[src/rtl/unum4_mul_shiftadd.sv]
`default_nettype none
// ============================================================================
// Module   : unum4_mul_shiftadd
// Purpose  : Iterative shift-add integer multiplier producing the full
//            2*DATA_W-bit product of two DATA_W-bit operands, signed or
//            unsigned. Magnitudes are multiplied one partial product per
//            cycle, and the sign is applied in a final negation step.
//            Uses the same en/done launch protocol as the shift-subtract
//            divider.
// Ports    : clk        - system clock, rising-edge active
//            rst        - synchronous active-high reset (wins over en)
//            en         - run request; hold high for the whole operation,
//                         low clears and idles the unit
//            sign       - 1 = two's-complement operands, 0 = unsigned
//                         (sampled at load only)
//            op_a       - multiplicand (sampled at load only)
//            op_b       - multiplier   (sampled at load only)
//            done       - product valid, registered
//            product_hi - upper DATA_W bits of the product
//            product_lo - lower DATA_W bits of the product
// Revision : 1.0 - initial release
// ============================================================================
module unum4_mul_shiftadd #(
    parameter int DATA_W = 32
) (
    input  logic              clk,
    input  logic              rst,
    input  logic              en,
    input  logic              sign,
    input  logic [DATA_W-1:0] op_a,
    input  logic [DATA_W-1:0] op_b,
    output logic              done,
    output logic [DATA_W-1:0] product_hi,
    output logic [DATA_W-1:0] product_lo
);

    // Step counter must reach DATA_W+2 (finish state).
    localparam int PC_W  = $clog2(DATA_W + 3) + 1;
    localparam int ACC_W = 2 * DATA_W + 1;

    localparam logic [PC_W-1:0] C_PC_LOAD   = '0;
    localparam logic [PC_W-1:0] C_PC_LAST   = PC_W'(DATA_W);
    localparam logic [PC_W-1:0] C_PC_FIX    = PC_W'(DATA_W + 1);
    localparam logic [PC_W-1:0] C_PC_FINISH = PC_W'(DATA_W + 2);

    // ------------------------------------------------------------------------
    // State
    // ------------------------------------------------------------------------
    logic [PC_W-1:0]   pc_q,    pc_d;
    logic [ACC_W-1:0]  acc_q,   acc_d;     // {carry, upper half, lower half}
    logic [DATA_W-1:0] mcand_q, mcand_d;   // multiplicand magnitude
    logic              a_neg_q, a_neg_d;
    logic              b_neg_q, b_neg_d;
    logic              done_q,  done_d;

    // Magnitude of a two's-complement value. The most negative value maps to
    // itself, which read as unsigned is exactly 2^(DATA_W-1) - the correct
    // magnitude, so no saturation is needed.
    function automatic logic [DATA_W-1:0] mag(input logic [DATA_W-1:0] x);
        return x[DATA_W-1] ? -x : x;
    endfunction

    // Partial-product add on the upper half; one bit wider to catch carry.
    logic [DATA_W:0] w_sum;

    always_comb begin
        w_sum = {1'b0, acc_q[2*DATA_W-1:DATA_W]}
              + (acc_q[0] ? {1'b0, mcand_q} : {(DATA_W + 1){1'b0}});
    end

    // ------------------------------------------------------------------------
    // Next-state logic
    // ------------------------------------------------------------------------
    always_comb begin
        pc_d    = pc_q;
        acc_d   = acc_q;
        mcand_d = mcand_q;
        a_neg_d = a_neg_q;
        b_neg_d = b_neg_q;
        done_d  = done_q;

        if (!en) begin
            // Dropping en aborts and clears, exactly like reset.
            pc_d   = '0;
            acc_d  = '0;
            done_d = 1'b0;
        end else if (pc_q == C_PC_LOAD) begin
            if (sign) begin
                a_neg_d = op_a[DATA_W-1];
                b_neg_d = op_b[DATA_W-1];
                mcand_d = mag(op_a);
                acc_d   = {1'b0, {DATA_W{1'b0}}, mag(op_b)};
            end else begin
                a_neg_d = 1'b0;
                b_neg_d = 1'b0;
                mcand_d = op_a;
                acc_d   = {1'b0, {DATA_W{1'b0}}, op_b};
            end
            pc_d = pc_q + PC_W'(1);
        end else if (pc_q <= C_PC_LAST) begin
            // Multiplier bits are consumed from acc[0] while the growing
            // product shifts in from the top, sharing one register.
            acc_d = {1'b0, w_sum, acc_q[DATA_W-1:1]};
            pc_d  = pc_q + PC_W'(1);
        end else if (pc_q == C_PC_FIX) begin
            if (a_neg_q ^ b_neg_q) begin
                acc_d[2*DATA_W-1:0] = -acc_q[2*DATA_W-1:0];
            end
            pc_d = pc_q + PC_W'(1);
        end else if (pc_q == C_PC_FINISH) begin
            // Terminal hold: product is stable until en drops.
            done_d = 1'b1;
        end
    end

    // ------------------------------------------------------------------------
    // State registers
    // ------------------------------------------------------------------------
    always_ff @(posedge clk) begin
        if (rst) begin
            pc_q    <= '0;
            acc_q   <= '0;
            mcand_q <= '0;
            a_neg_q <= 1'b0;
            b_neg_q <= 1'b0;
            done_q  <= 1'b0;
        end else begin
            pc_q    <= pc_d;
            acc_q   <= acc_d;
            mcand_q <= mcand_d;
            a_neg_q <= a_neg_d;
            b_neg_q <= b_neg_d;
            done_q  <= done_d;
        end
    end

    // ------------------------------------------------------------------------
    // Outputs
    // ------------------------------------------------------------------------
    assign done       = done_q;
    assign product_hi = acc_q[2*DATA_W-1:DATA_W];
    assign product_lo = acc_q[DATA_W-1:0];

endmodule
`default_nettype wire

[config.mk]
export PLATFORM = sky130hd
export DESIGN_NAME = unum4_mul_shiftadd
export DESIGN_NICKNAME = d
export VERILOG_FILES = /design/src/rtl/unum4_mul_shiftadd.sv
export SDC_FILE = /design/constraint.sdc
export NUM_CORES = 1
export LEC_CHECK = 0
export ABC_AREA = 1
export ABC_CLOCK_PERIOD_IN_PS = 5600
export CAP_MARGIN = 20
export CORE_MARGIN = 4
export CORE_UTILIZATION = 45
export DETAILED_ROUTE_END_ITERATION = 7
export PLACE_DENSITY = 0.67
export SYNTH_ARGS = -nofsm -noshare
export SYNTH_HDL_FRONTEND = slang
export SYNTH_SLANG_ARGS = --single-unit
[constraint.sdc]
create_clock -name clk -period 5.6 [get_ports clk]
set_input_delay 1.12 -clock clk [delete_from_list [all_inputs] [get_ports clk]]
set_output_delay 1.12 -clock clk [all_outputs]
set_load 0.03 [all_outputs]
# Yosys cells after proc, flatten, opt, wreduce, memory -nomap -nowiden
# Index checks and enable logic that the tools add are counted.
# totals
regBits	106
inputBits	68
wordCells	40
out_inout_bits	65
# op_classes
n_reduce_logical	7
n_bitwise	5
n_eq_ne	2
addsub	5
muxes	14
magnitude_cmp	1
# ops
operator	count
2-to-1 mux 64 bit	4
2-to-1 mux 32 bit	5
negator 32 bit	2
negator 64 bit	1
adder 32 x 32 -> 33 bit	1
2-to-1 mux 7 bit	3
== test 7 x 6 -> 1 bit (second input constant)	2
adder 7 x 1 -> 7 bit (second input constant)	1
less-or-equal comparator 7 x 6 -> 1 bit (second input constant)	1
logical NOT 7 bit	1
nonzero test 3 bit	2
NOT 1 bit	4
AND reduction 2 bit	2
AND reduction 4 bit	1
2-to-1 mux 1 bit	2
OR reduction 2 bit	1
bitwise XOR 1 bit	1

# Logic depth before layout (Yosys ltp)
# Gate-level depths: netlist of the first run.
# depth
word_depth	5
ltp_mapped	19
mapped_depth_nobuf	17

# Worst setup path before layout of the first run
# No wires, ideal clock.
# synth_path
kind	register to register
start	register acc_q[0]
end	register acc_q[63]
path_buffers	2
setup_ns	0.071
slack_ns	2.986
stages_incl_launch_ff	19
t_arrival_ns	2.543
synth_period_minus_slack_ns	2.614
path_cell_list	dfxtp_1 -> buf_2 -> clkbuf_1 -> nand2_1 -> inv_1 -> ha_1 -> inv_1 -> fa_1 -> inv_1 -> nand3_1 -> nand3_1 -> nand2_1 -> nand2_1 -> nand3_1 -> nand3_1 -> nand2_1 -> nand2_1 -> nand3_1 -> a21oi_1
# synth_between
elab_chain_len	5
# synth_rtl
element	line_no	rtl
from (decl)	50	logic [ACC_W-1:0] acc_q, acc_d;
from (signal assigned)	122	acc_q <= '0;
from (signal assigned)	129	acc_q <= acc_d;
negator 64 bit	107	acc_d[2*DATA_W-1:0] = -acc_q[2*DATA_W-1:0];
2-to-1 mux 64 bit	106	if (a_neg_q ^ b_neg_q) begin
2-to-1 mux 64 bit	105	end else if (pc_q == C_PC_FIX) begin
2-to-1 mux 64 bit *	100	end else if (pc_q <= C_PC_LAST) begin
2-to-1 mux 64 bit *	87	end else if (pc_q == C_PC_LOAD) begin
# Mark *: on every way between the ends. The rest lies on a longest branch, timed or not. The select of a mux whose other input is x is not followed.
# A chain may end at the register's enable or synchronous reset.

# Worst setup path after layout of the first run
# layout_path
start	input sign
end	register acc_q[18]
# layout_between
elab_chain_len	2
# layout_rtl
element	line_no	rtl
from (decl)	29	input logic sign,
2-to-1 mux 32 bit	88	if (sign) begin
2-to-1 mux 64 bit	87	
# No other way between the ends.

==> qor_table.md, run 1 <==
| Result | Reported | Unit |
|---|---|---|
| Die width | 165 | um |
| Total negative slack for setup checks | 0 | ps |
| Number of standard cells after synthesis | 2066 | - |
| Worst voltage drop across the vdd grid | 0.115 | mV |
| Final count of pins violating max slew | 0 | - |
| Floorplan die height | 165 | um |
| IO Pins | 133 | - |
| Number of post-CTS setup repair buffers | 0 | - |
| Post-layout instance area | 12900 | sq um |
| Clock H-tree levels | 3 | - |
| Highest net fanout along the worst path | 21 | - |
| PostCTS Resize Cnt | 0 | - |
| Fin cells | 2492 | - |
| Number of placement rows | 57 | - |
| Growth of design area from synthesis to finish | 16.5 | % |
| Initial Utilization | 0.457 | - |
| Commonest cells after routing, fill and taps aside | 627 x nand2_1, 312 x inv_1, 299 x nor2_1, 180 x nand3_1, 140 x a21oi_1 | - |
| Largest clock skew in the final design | 12.8 | ps |
| Crit path DAT | 3590 | ps |
| Iteration count of the initial detailed-routing pass | 6 | - |
| Number of antenna violations at the first check in global routing | 1 | - |
| Remaining Overflow, GRT | 0 | - |
| Number of buffers between clock root and the deepest sink | 2 | - |
| Post-detailed-routing wire length | 40800 | um |
| Detailed-route vias per instance | 5.40 | - |
| Fraction of layout cells with a size suffix above 1 | 0.0240 | - |
| Largest incremental delay on the critical path | 640 | ps |
| Antenna Nets Post-Route | 0 | - |
| Post-Syn Area | 11100 | sq um |
| Final setup fails | 0 | - |
| RSZ-0062 raised after global routing | false | - |
| Share of the yosys chip area belonging to registers | 0.191 | - |
| Vias in the first global route | 12100 | - |
| Capturing element type of the critical path | register | - |
| Detailed-placement wirelength estimate | 32500 | um |
| Remaining DRCs | 0 | - |
| Count of flip-flops with a built-in enable after synthesis | 0 | - |
| Leakage power | 6.59 | nW |
| Power density of the placed cells | 162 | nW/um^2 |
| Headroom to the max-slew limit | 0.501 | - |
| Post-synthesis area per instance | 5.37 | sq um |
| Diode insertion count for antenna repair | 0 | - |
| Max Cap Viol | 0 | - |
| Post-placement cell count | 2476 | - |
| Clk pin slew, worst setup/hold paths | 90 | ps |
| Status | complete, no violations | - |
| Share of the cycle needed by the critical path after routing | 0.590 | - |
| DRC marker count from the first detailed-route iteration | 1395 | - |
| Hold_buf cts | 0 | - |
| Synth Flop Type | dfxtp_1 | - |
| Endpoint required time on the critical path | 5880 | ps |
| Latest clock arrival within the worst-skew pair | 370 | ps |
| Critical setup path kind | in -> reg | - |
| Critical path, cell by cell | clkdlybuf4s50_1 -> nand2_1 -> inv_1 -> o21ai_2 -> or2_2 -> nand3_1 -> nand3_1 -> nand2_1 -> inv_1 | - |
| Number of sinks handled by clock tree synthesis | 106 | - |
| Root buffer cell | clkbuf_16 | - |
| Distinct cell type count after synthesis | 45 | - |
| Post-detailed-placement cell area | 12600 | sq um |
| Flops & latches, synth | 106 | - |
| Wire length of the first global-routing pass | 64000 | um |
| Category of the worst setup path launch point | primary input | - |
| Core Area | 24200 | sq um |
| TritonCTS clock tree | built | - |
| Yosys Warn Count | 0 | - |
| Die area | 27200 | sq um |
| Slowest stage cell, crit path | clkdlybuf4s50_1 | - |
| Final-layout worst hold slack | 470 | ps |
| Achievable frequency | 302 | MHz |
| Final nets | 2271 | - |
| Number of hold violations in the final report | 0 | - |
| Routability-driven placement congestion ratio | 1.00 | - |
| Tot GR Track Use | 0.297 | - |
| Number of buffers created by CTS | 9 | - |
| Share of async-settable or async-resettable flops after synthesis | 0 | - |
| Classification of the worst-slack hold path | reg -> reg | - |
| Total nets after synthesis | 2174 | - |
| Worst-Margin Slew | 748 | ps |
| Commonest non-fill, non-tap cell in the layout | nand2_1 | - |
| Count of port buffers added during placement | 132 | - |
| Average wire per standard cell | 16.4 | um |
| Post-layout minimum cycle time | 3310 | ps |
| Maximum number of pins on one net before global-route repair | 64 | - |
| Via count | 13500 | - |
final timing paths:
kind                start         to  slack (ps)  depth (start not counted)
hold / removal       done       done         470                          2
setup / recovery     sign  acc_q[18]        2290                          9
hold reg to reg      done       done         470                          2
setup reg to reg  pc_q[0]  acc_q[27]        2400                         11
power breakdown:
| part | leakage [nW] | internal, W | switching, W |
|---|---|---|---|
| combinational | 5.59 | 0.000208 | 0.000404 |
| sequential | 0.866 | 0.000790 | 0.0000363 |
| clock | 0.137 | 0.000314 | 0.000346 |
metrics by stage:
| step | setup slack, ps | util | power [W] |
|---|---|---|---|
| detailed placement | 1930 | 0.521 | 0.00144 |
| global placement | 2000 | 0.521 | 0.00144 |
| floorplan | 2990 | - | 0.00123 |
| finish | 2290 | 0.533 | 0.00210 |
| CTS | 2320 | 0.533 | 0.00210 |
| global route | 2050 | 0.533 | 0.00221 |
layer usage:
layer	vias to the layer above	routed length [um]	track usage
met4	2	906	0.0851
met3	58	3780	0.0512
met1	6098	18900	0.431
met2	527	17200	0.451
li1	6767	-	-
met5	-	13	0
cell type report:
cell class	count	area [sq um]
clock buffers	9	225
clock inverters	7	68.8
fillers	2665	11300
inverters	318	1190
multi-input cells	1586	7510
flip-flops and latches	106	2120
well taps	324	405
repair buffers	142	1400
synthesized netlist by cell type, types with 2 or more instances:
| master | instances | area share |
|---|---|---|
| nor4_1 | 4 | 0.0023 |
| dfxtp_1 | 106 | 0.19 |
| inv_2 | 4 | 0.0014 |
| o31ai_1 | 3 | 0.0020 |
| nand4_1 | 25 | 0.014 |
| a211oi_1 | 2 | 0.0014 |
| o21ai_2 | 2 | 0.0016 |
| buf_6 | 2 | 0.0020 |
| nand2_1 | 627 | 0.21 |
| nor2_4 | 3 | 0.0030 |
| ha_1 | 39 | 0.044 |
| o21ai_0 | 113 | 0.051 |
| a221oi_1 | 2 | 0.0016 |
| nand3_2 | 3 | 0.0027 |
| buf_2 | 26 | 0.012 |
| nor2_1 | 299 | 0.10 |
| xnor2_1 | 12 | 0.0095 |
| nand3b_1 | 12 | 0.0081 |
| o211ai_1 | 11 | 0.0074 |
| clkbuf_1 | 25 | 0.0085 |
| a21oi_1 | 140 | 0.063 |
| nor2_2 | 3 | 0.0017 |
| o211a_1 | 2 | 0.0018 |
| or2_2 | 5 | 0.0028 |
| clkinv_1 | 2 | 0.00068 |
| xor2_1 | 25 | 0.020 |
| and2_1 | 3 | 0.0017 |
| a21o_1 | 3 | 0.0020 |
| o21ai_1 | 5 | 0.0023 |
| inv_1 | 312 | 0.11 |
| a31oi_1 | 23 | 0.013 |
| nand3_1 | 180 | 0.081 |
| o21bai_1 | 5 | 0.0034 |
| nor3_1 | 26 | 0.012 |
| nor3_4 | 2 | 0.0029 |
cell families (layout without fill, tap and decap cells):
family | Yosys count | after routing | share of synthesized area
xor+xnor | 37 | 37 | 0.0292
flops | 106 | 106 | 0.191
simple gates | 1195 | 1195 | 0.448
buf+inv | 374 | 476 | 0.131
compound gates | 314 | 314 | 0.154
fa+ha+maj | 40 | 40 | 0.0458
critical path: cells and delay by family:
kind                   cells  cell delay (ps)
buffers and inverters      3             1250
AO/OA/AOI/OAI              1              280
AND/OR/NAND/NOR            5              920
state kept, by name, indices dropped and copies added, names as in the netlist:
name,count
pc_q,7
acc_q,64
a_neg_q,1
done,1
b_neg_q,1
mcand_q,32
No activity file was read; power rests on OpenSTA's default activity.
==> run 2: changes to the inputs <==
--- a/config.mk
+++ b/config.mk
@@ -6,7 +6,7 @@
 export NUM_CORES = 1
 export LEC_CHECK = 0
 export ABC_AREA = 1
-export ABC_CLOCK_PERIOD_IN_PS = 5600
+export ABC_CLOCK_PERIOD_IN_PS = 3100
 export CAP_MARGIN = 20
 export CORE_MARGIN = 4
 export CORE_UTILIZATION = 45
==> constraint.sdc (replaced) <==
create_clock -name clk -period 3.1 [get_ports clk]
set_input_delay 0.62 -clock clk [delete_from_list [all_inputs] [get_ports clk]]
set_output_delay 0.62 -clock clk [all_outputs]
set_load 0.03 [all_outputs]
==> qor_table.md, run 2 (same netlist as run 1, synthesis figures left out) <==
| Result | Reported | Unit |
|---|---|---|
| Crit path DAT | 2940 | ps |
| Post-placement cell count | 2489 | - |
| Number of antenna violations at the first check in global routing | 1 | - |
| Average wire per standard cell | 16.5 | um |
| Clk pin slew, worst setup/hold paths | 90 | ps |
| Final nets | 2284 | - |
| Detailed-placement wirelength estimate | 33200 | um |
| Growth of design area from synthesis to finish | 18.0 | % |
| Worst-Margin Slew | 672 | ps |
| Diode insertion count for antenna repair | 0 | - |
| Antenna Nets Post-Route | 0 | - |
| PostCTS Resize Cnt | 0 | - |
| Critical setup path kind | reg -> reg | - |
| Number of sinks handled by clock tree synthesis | 106 | - |
| Number of hold violations in the final report | 0 | - |
| Number of placement rows | 57 | - |
| Largest reg by FF count | acc_q | - |
| Hold wc startpoint | done | - |
| Final critical-path setup slack | 462 | ps |
| Max Cap Viol | 0 | - |
| Via count | 13500 | - |
| Floorplan die height | 165 | um |
| Latest clock arrival within the worst-skew pair | 380 | ps |
| DRC marker count from the first detailed-route iteration | 1371 | - |
| Fin cells | 2505 | - |
| Net switching power of the design | 0.00148 | W |
| Root buffer cell | clkbuf_16 | - |
| Comb pwr share | 0.288 | - |
| Capturing element type of the critical path | register | - |
| Number of buffers between clock root and the deepest sink | 2 | - |
| Remaining DRCs | 0 | - |
| Classification of the worst-slack hold path | reg -> reg | - |
| Endpoint required time on the critical path | 3400 | ps |
| TritonCTS clock tree | built | - |
| Power density of the placed cells | 297 | nW/um^2 |
| Commonest non-fill, non-tap cell in the layout | nand2_1 | - |
| Post-placement setup slack | 294 | ps |
| Die width | 165 | um |
| Max reg flops | 64 | - |
| Internal power | 0.00240 | W |
| Achievable frequency | 379 | MHz |
| Number of buffers created by CTS | 9 | - |
| Leakage power | 6.69 | nW |
| Detailed-route vias per instance | 5.38 | - |
| Category of the worst setup path launch point | register | - |
| Die area | 27200 | sq um |
| Commonest cells after routing, fill and taps aside | 627 x nand2_1, 312 x inv_1, 299 x nor2_1, 180 x nand3_1, 140 x a21oi_1 | - |
| Reg2reg start | acc_q[0] | - |
| Vias in the first global route | 12000 | - |
| Wire length of the first global-routing pass | 64200 | um |
| Count of port buffers added during placement | 132 | - |
| Post-layout instance area | 13100 | sq um |
| Largest clock skew in the final design | 13.0 | ps |
| Core Area | 24200 | sq um |
| Post-detailed-routing wire length | 41300 | um |
| Share of the cycle needed by the critical path after routing | 0.851 | - |
| Tot GR Track Use | 0.298 | - |
| Final setup fails | 0 | - |
| Headroom to the max-slew limit | 0.552 | - |
| Remaining Overflow, GRT | 0 | - |
| Fraction of layout cells with a size suffix above 1 | 0.0298 | - |
| Highest net fanout along the worst path | 30 | - |
| Post-detailed-placement cell area | 12800 | sq um |
| Post-layout minimum cycle time | 2640 | ps |
| Routability-driven placement congestion ratio | 0.981 | - |
| Crit path from | acc_q[0] | - |
| Status | complete, no violations | - |
| Iteration count of the initial detailed-routing pass | 5 | - |
| Hold_buf cts | 0 | - |
| RSZ-0062 raised after global routing | false | - |
| Clock H-tree levels | 3 | - |
| Fraction of power spent switching nets | 0.382 | - |
| Initial Utilization | 0.457 | - |
| Part of the total power dissipated in the clock network | 0.328 | - |
| Worst voltage drop across the vdd grid | 0.269 | mV |
| Sequential share of power | 0.384 | - |
| Number of post-CTS setup repair buffers | 0 | - |
| IO Pins | 133 | - |
| Number of filler instances in the final layout | 2615 | - |
| Total negative slack for setup checks | 0 | ps |
| Largest registers in the final layout | acc_q: 64 flops, mcand_q: 32 flops, pc_q: 7 flops | - |
| Maximum number of pins on one net before global-route repair | 54 | - |
| Final count of pins violating max slew | 0 | - |
==> run 2: changes by cell type in the layout (fill, tap and decap cells not counted), sizes merged <==
cell / before / now
buf: 10 / 23
inv: 319 / 320
clkinv: 4 / 5
clkinvlp: 2 / 0
==> run 2: power groups by stage <==
stage	Clock (W)	Combinational [W]	Sequential [W]
floorplan	0	0.000671	0.00155
global placement	0	0.00109	0.00152
detailed placement	0	0.00110	0.00152
CTS	0.00129	0.00111	0.00149
global route	0.00132	0.00124	0.00150
finish	0.00128	0.00112	0.00149
==> run 2: layout make-up <==
| class | instances | area (sq um) | share of cell area |
|---|---|---|---|
| multi-input combinational | 1586 | 7510 | 0.574 |
| sequential | 106 | 2120 | 0.162 |
| timing repair buffer | 155 | 1540 | 0.118 |
| inverter | 318 | 1190 | 0.0912 |
| tap | 324 | 405 | 0.0310 |
| clock buffer | 9 | 225 | 0.0172 |
| clock inverter | 7 | 86.3 | 0.00660 |
==> run 2: metrics by stage <==
stage | utilization | hold WS (ps) | power (W)
2_1_floorplan | - | 456 | 0.00222
3_3_place_gp | 0.527 | 439 | 0.00262
3_5_place_dp | 0.527 | 439 | 0.00262
4_1_cts | 0.540 | 453 | 0.00389
5_1_grt | 0.540 | 467 | 0.00406
6_report | 0.540 | 450 | 0.00389
==> run 2: final timing paths <==
path	slack (ps)	cells past startpoint	to
worst max-delay path	460	14	acc_q[54]
worst min register to register	450	2	done
worst min-delay path	450	2	done
worst max register to register	460	14	acc_q[54]
==> run 2: layer usage <==
| layer | GRT usage | share of wire | up-vias |
|---|---|---|---|
| met5 | 0 | 0.00031 | - |
| met4 | 0.0771 | 0.022 | 2 |
| met3 | 0.0439 | 0.083 | 64 |
| met2 | 0.456 | 0.42 | 557 |
| met1 | 0.438 | 0.47 | 6039 |
| li1 | - | - | 6822 |
==> run 2: critical path, stage by stage (launching register included) <==
cell,delay [ps]
dfxtp_1,400
buf_12,200
nand2_1,80
inv_1,70
ha_1,400
nand2_1,150
nor2_1,160
inv_1,90
nor2_1,350
nand3_1,220
nand3_1,120
nand2_1,50
nand3_1,80
nand2_1,60
a21oi_1,110
==> run 3: changes to the inputs <==
--- a/config.mk
+++ b/config.mk
@@ -11,7 +11,9 @@
 export CORE_MARGIN = 4
 export CORE_UTILIZATION = 45
 export DETAILED_ROUTE_END_ITERATION = 7
+export GPL_ROUTABILITY_DRIVEN = 0
 export PLACE_DENSITY = 0.67
 export SYNTH_ARGS = -nofsm -noshare
 export SYNTH_HDL_FRONTEND = slang
 export SYNTH_SLANG_ARGS = --single-unit
+export TNS_END_PERCENT = 10
==> qor_table.md, run 3 (same netlist as run 1, synthesis figures left out) <==
| Result | Reported | Unit |
|---|---|---|
| DRC marker count from the first detailed-route iteration | 1202 | - |
| RSZ-0062 raised after global routing | false | - |
| Max Cap Viol | 0 | - |
| Commonest non-fill, non-tap cell in the layout | nand2_1 | - |
| Floorplan die height | 165 | um |
| Clock H-tree levels | 3 | - |
| Achievable frequency | 384 | MHz |
| Iteration count of the initial detailed-routing pass | 6 | - |
| Commonest cells after routing, fill and taps aside | 627 x nand2_1, 312 x inv_1, 299 x nor2_1, 180 x nand3_1, 140 x a21oi_1 | - |
| Hold_buf cts | 0 | - |
| Count of port buffers added during placement | 132 | - |
| Core Area | 24200 | sq um |
| Critical setup path kind | reg -> reg | - |
| Largest incremental delay on the critical path | 410 | ps |
| Remaining Overflow, GRT | 0 | - |
| Reg2reg start | acc_q[0] | - |
| Total negative slack for setup checks | 0 | ps |
| Average wire per standard cell | 15.4 | um |
| PostCTS Resize Cnt | 0 | - |
| Hold wc startpoint | done | - |
| Growth of design area from synthesis to finish | 17.7 | % |
| Critical path, cell by cell | buf_12 -> nand2_1 -> inv_1 -> ha_1 -> nand2_1 -> nor2_1 -> inv_1 -> nor3_1 -> and2_1 -> nand2_1 -> nand2_1 -> nand2_1 -> nand3_1 -> nand2_1 -> a21oi_1 | - |
| Reg-to-reg setup timing slack | 490 | ps |
| Final-layout worst hold slack | 460 | ps |
| Root buffer cell | clkbuf_16 | - |
| Number of buffers created by CTS | 9 | - |
| Diode insertion count for antenna repair | 0 | - |
| Post-layout minimum cycle time | 2610 | ps |
| Leakage power | 6.66 | nW |
| Maximum number of pins on one net before global-route repair | 54 | - |
| Number of buffers between clock root and the deepest sink | 2 | - |
| Post-detailed-routing wire length | 38500 | um |
| Slowest stage cell, crit path | ha_1 | - |
| Die area | 27200 | sq um |
| Initial Utilization | 0.457 | - |
| Largest registers in the final layout | acc_q: 64 flops, mcand_q: 32 flops, pc_q: 7 flops | - |
| Clk pin slew, worst setup/hold paths | 80 | ps |
| Largest reg by FF count | acc_q | - |
| Worst voltage drop across the vdd grid | 0.169 | mV |
| Tot GR Track Use | 0.282 | - |
| Detailed-route vias per instance | 5.32 | - |
| Depth of the worst register-to-register path | 15 | - |
| TritonCTS clock tree | built | - |
| Endpoint of the worst register-to-register path | acc_q[62] | - |
| Power density of the placed cells | 293 | nW/um^2 |
| Via count | 13300 | - |
| Crit path from | acc_q[0] | - |
| Number of sinks handled by clock tree synthesis | 106 | - |
| IO Pins | 133 | - |
| Final setup fails | 0 | - |
| Headroom to the max-slew limit | 0.563 | - |
| Vias in the first global route | 12100 | - |
| Endpoint required time on the critical path | 3400 | ps |
| Share of the cycle needed by the critical path after routing | 0.840 | - |
| Worst-Margin Slew | 655 | ps |
| Category of the worst setup path launch point | register | - |
| Antenna Nets Post-Route | 0 | - |
| Number of placement rows | 57 | - |
| Classification of the worst-slack hold path | reg -> reg | - |
| Number of hold violations in the final report | 0 | - |
| Fraction of layout cells with a size suffix above 1 | 0.0280 | - |
| Wire length of the first global-routing pass | 61500 | um |
| Final count of pins violating max slew | 0 | - |
| Crit path DAT | 2910 | ps |
| Detailed-placement wirelength estimate | 31000 | um |
| Largest clock skew in the final design | 10.4 | ps |
| Remaining DRCs | 0 | - |
| Number of antenna violations at the first check in global routing | 1 | - |
| Final nets | 2280 | - |
| Worst path most repeated cell | nand2_1 | - |
| Latest clock arrival within the worst-skew pair | 380 | ps |
| Capture point of the critical path | acc_q[62] | - |
| Number of post-CTS setup repair buffers | 0 | - |
| Highest net fanout along the worst path | 31 | - |
| Die width | 165 | um |
| Capturing element type of the critical path | register | - |
| Status | complete, no violations | - |
| Post-placement cell count | 2485 | - |
| Fin cells | 2501 | - |
| Max reg flops | 64 | - |
## run 3: cell types whose count changed in the layout (fill, tap and decap cells not counted)
cell,change
buf_4,-4
inv_6,+2
inv_8,-2
## run 3: metrics by stage
stage | total power (W) | util | setup WS (ps) | instance area, sq um
finish | 0.00382 | 0.538 | 495 | 13100
CTS | 0.00382 | 0.538 | 515 | 13100
global placement | 0.00260 | 0.526 | 330 | 12700
detailed placement | 0.00261 | 0.526 | 273 | 12700
global route | 0.00401 | 0.538 | 284 | 13100
floorplan | 0.00222 | - | 486 | 11100
## run 3: worst min-delay path by stage
stage	endpoint	slack [ps]	depth (start not counted)
6_report	done	460	2
5_1_grt	done	490	2
4_1_cts	done	460	2
3_5_place_dp	done	450	2
3_3_place_gp	done	440	2
2_1_floorplan	pc_q[6]	460	2
## run 3: per-layer routing
metal,share of wire,track usage
met4,0.027,0.0866
met5,0.00034,0
met2,0.43,0.441
met1,0.45,0.394
met3,0.093,0.0487
## run 3: layout make-up
class                   count  area [sq um]
inverters                 318          1190
well taps                 324           405
clock buffers               9           225
flip-flops and latches    106          2120
repair buffers            151          1510
fillers                  2655         11200
clock inverters             7          81.3
multi-input cells        1586          7510
## run 3: report_power, final
part / total (W) / internal, W / switching (W)
registers: 0.00149 / 0.00143 / 0.0000649
logic: 0.00110 / 0.000389 / 0.000714
clock network: 0.00123 / 0.000580 / 0.000648
## run 3: critical path: cells and delay by family, from the launching register on
family | cells | cell delay [ps]
AND/OR/NAND/NOR | 10 | 1230
adder cells (fa/ha/maj) | 1 | 410
flip-flops | 1 | 390
buffers and inverters | 3 | 370
AO/OA/AOI/OAI | 1 | 110
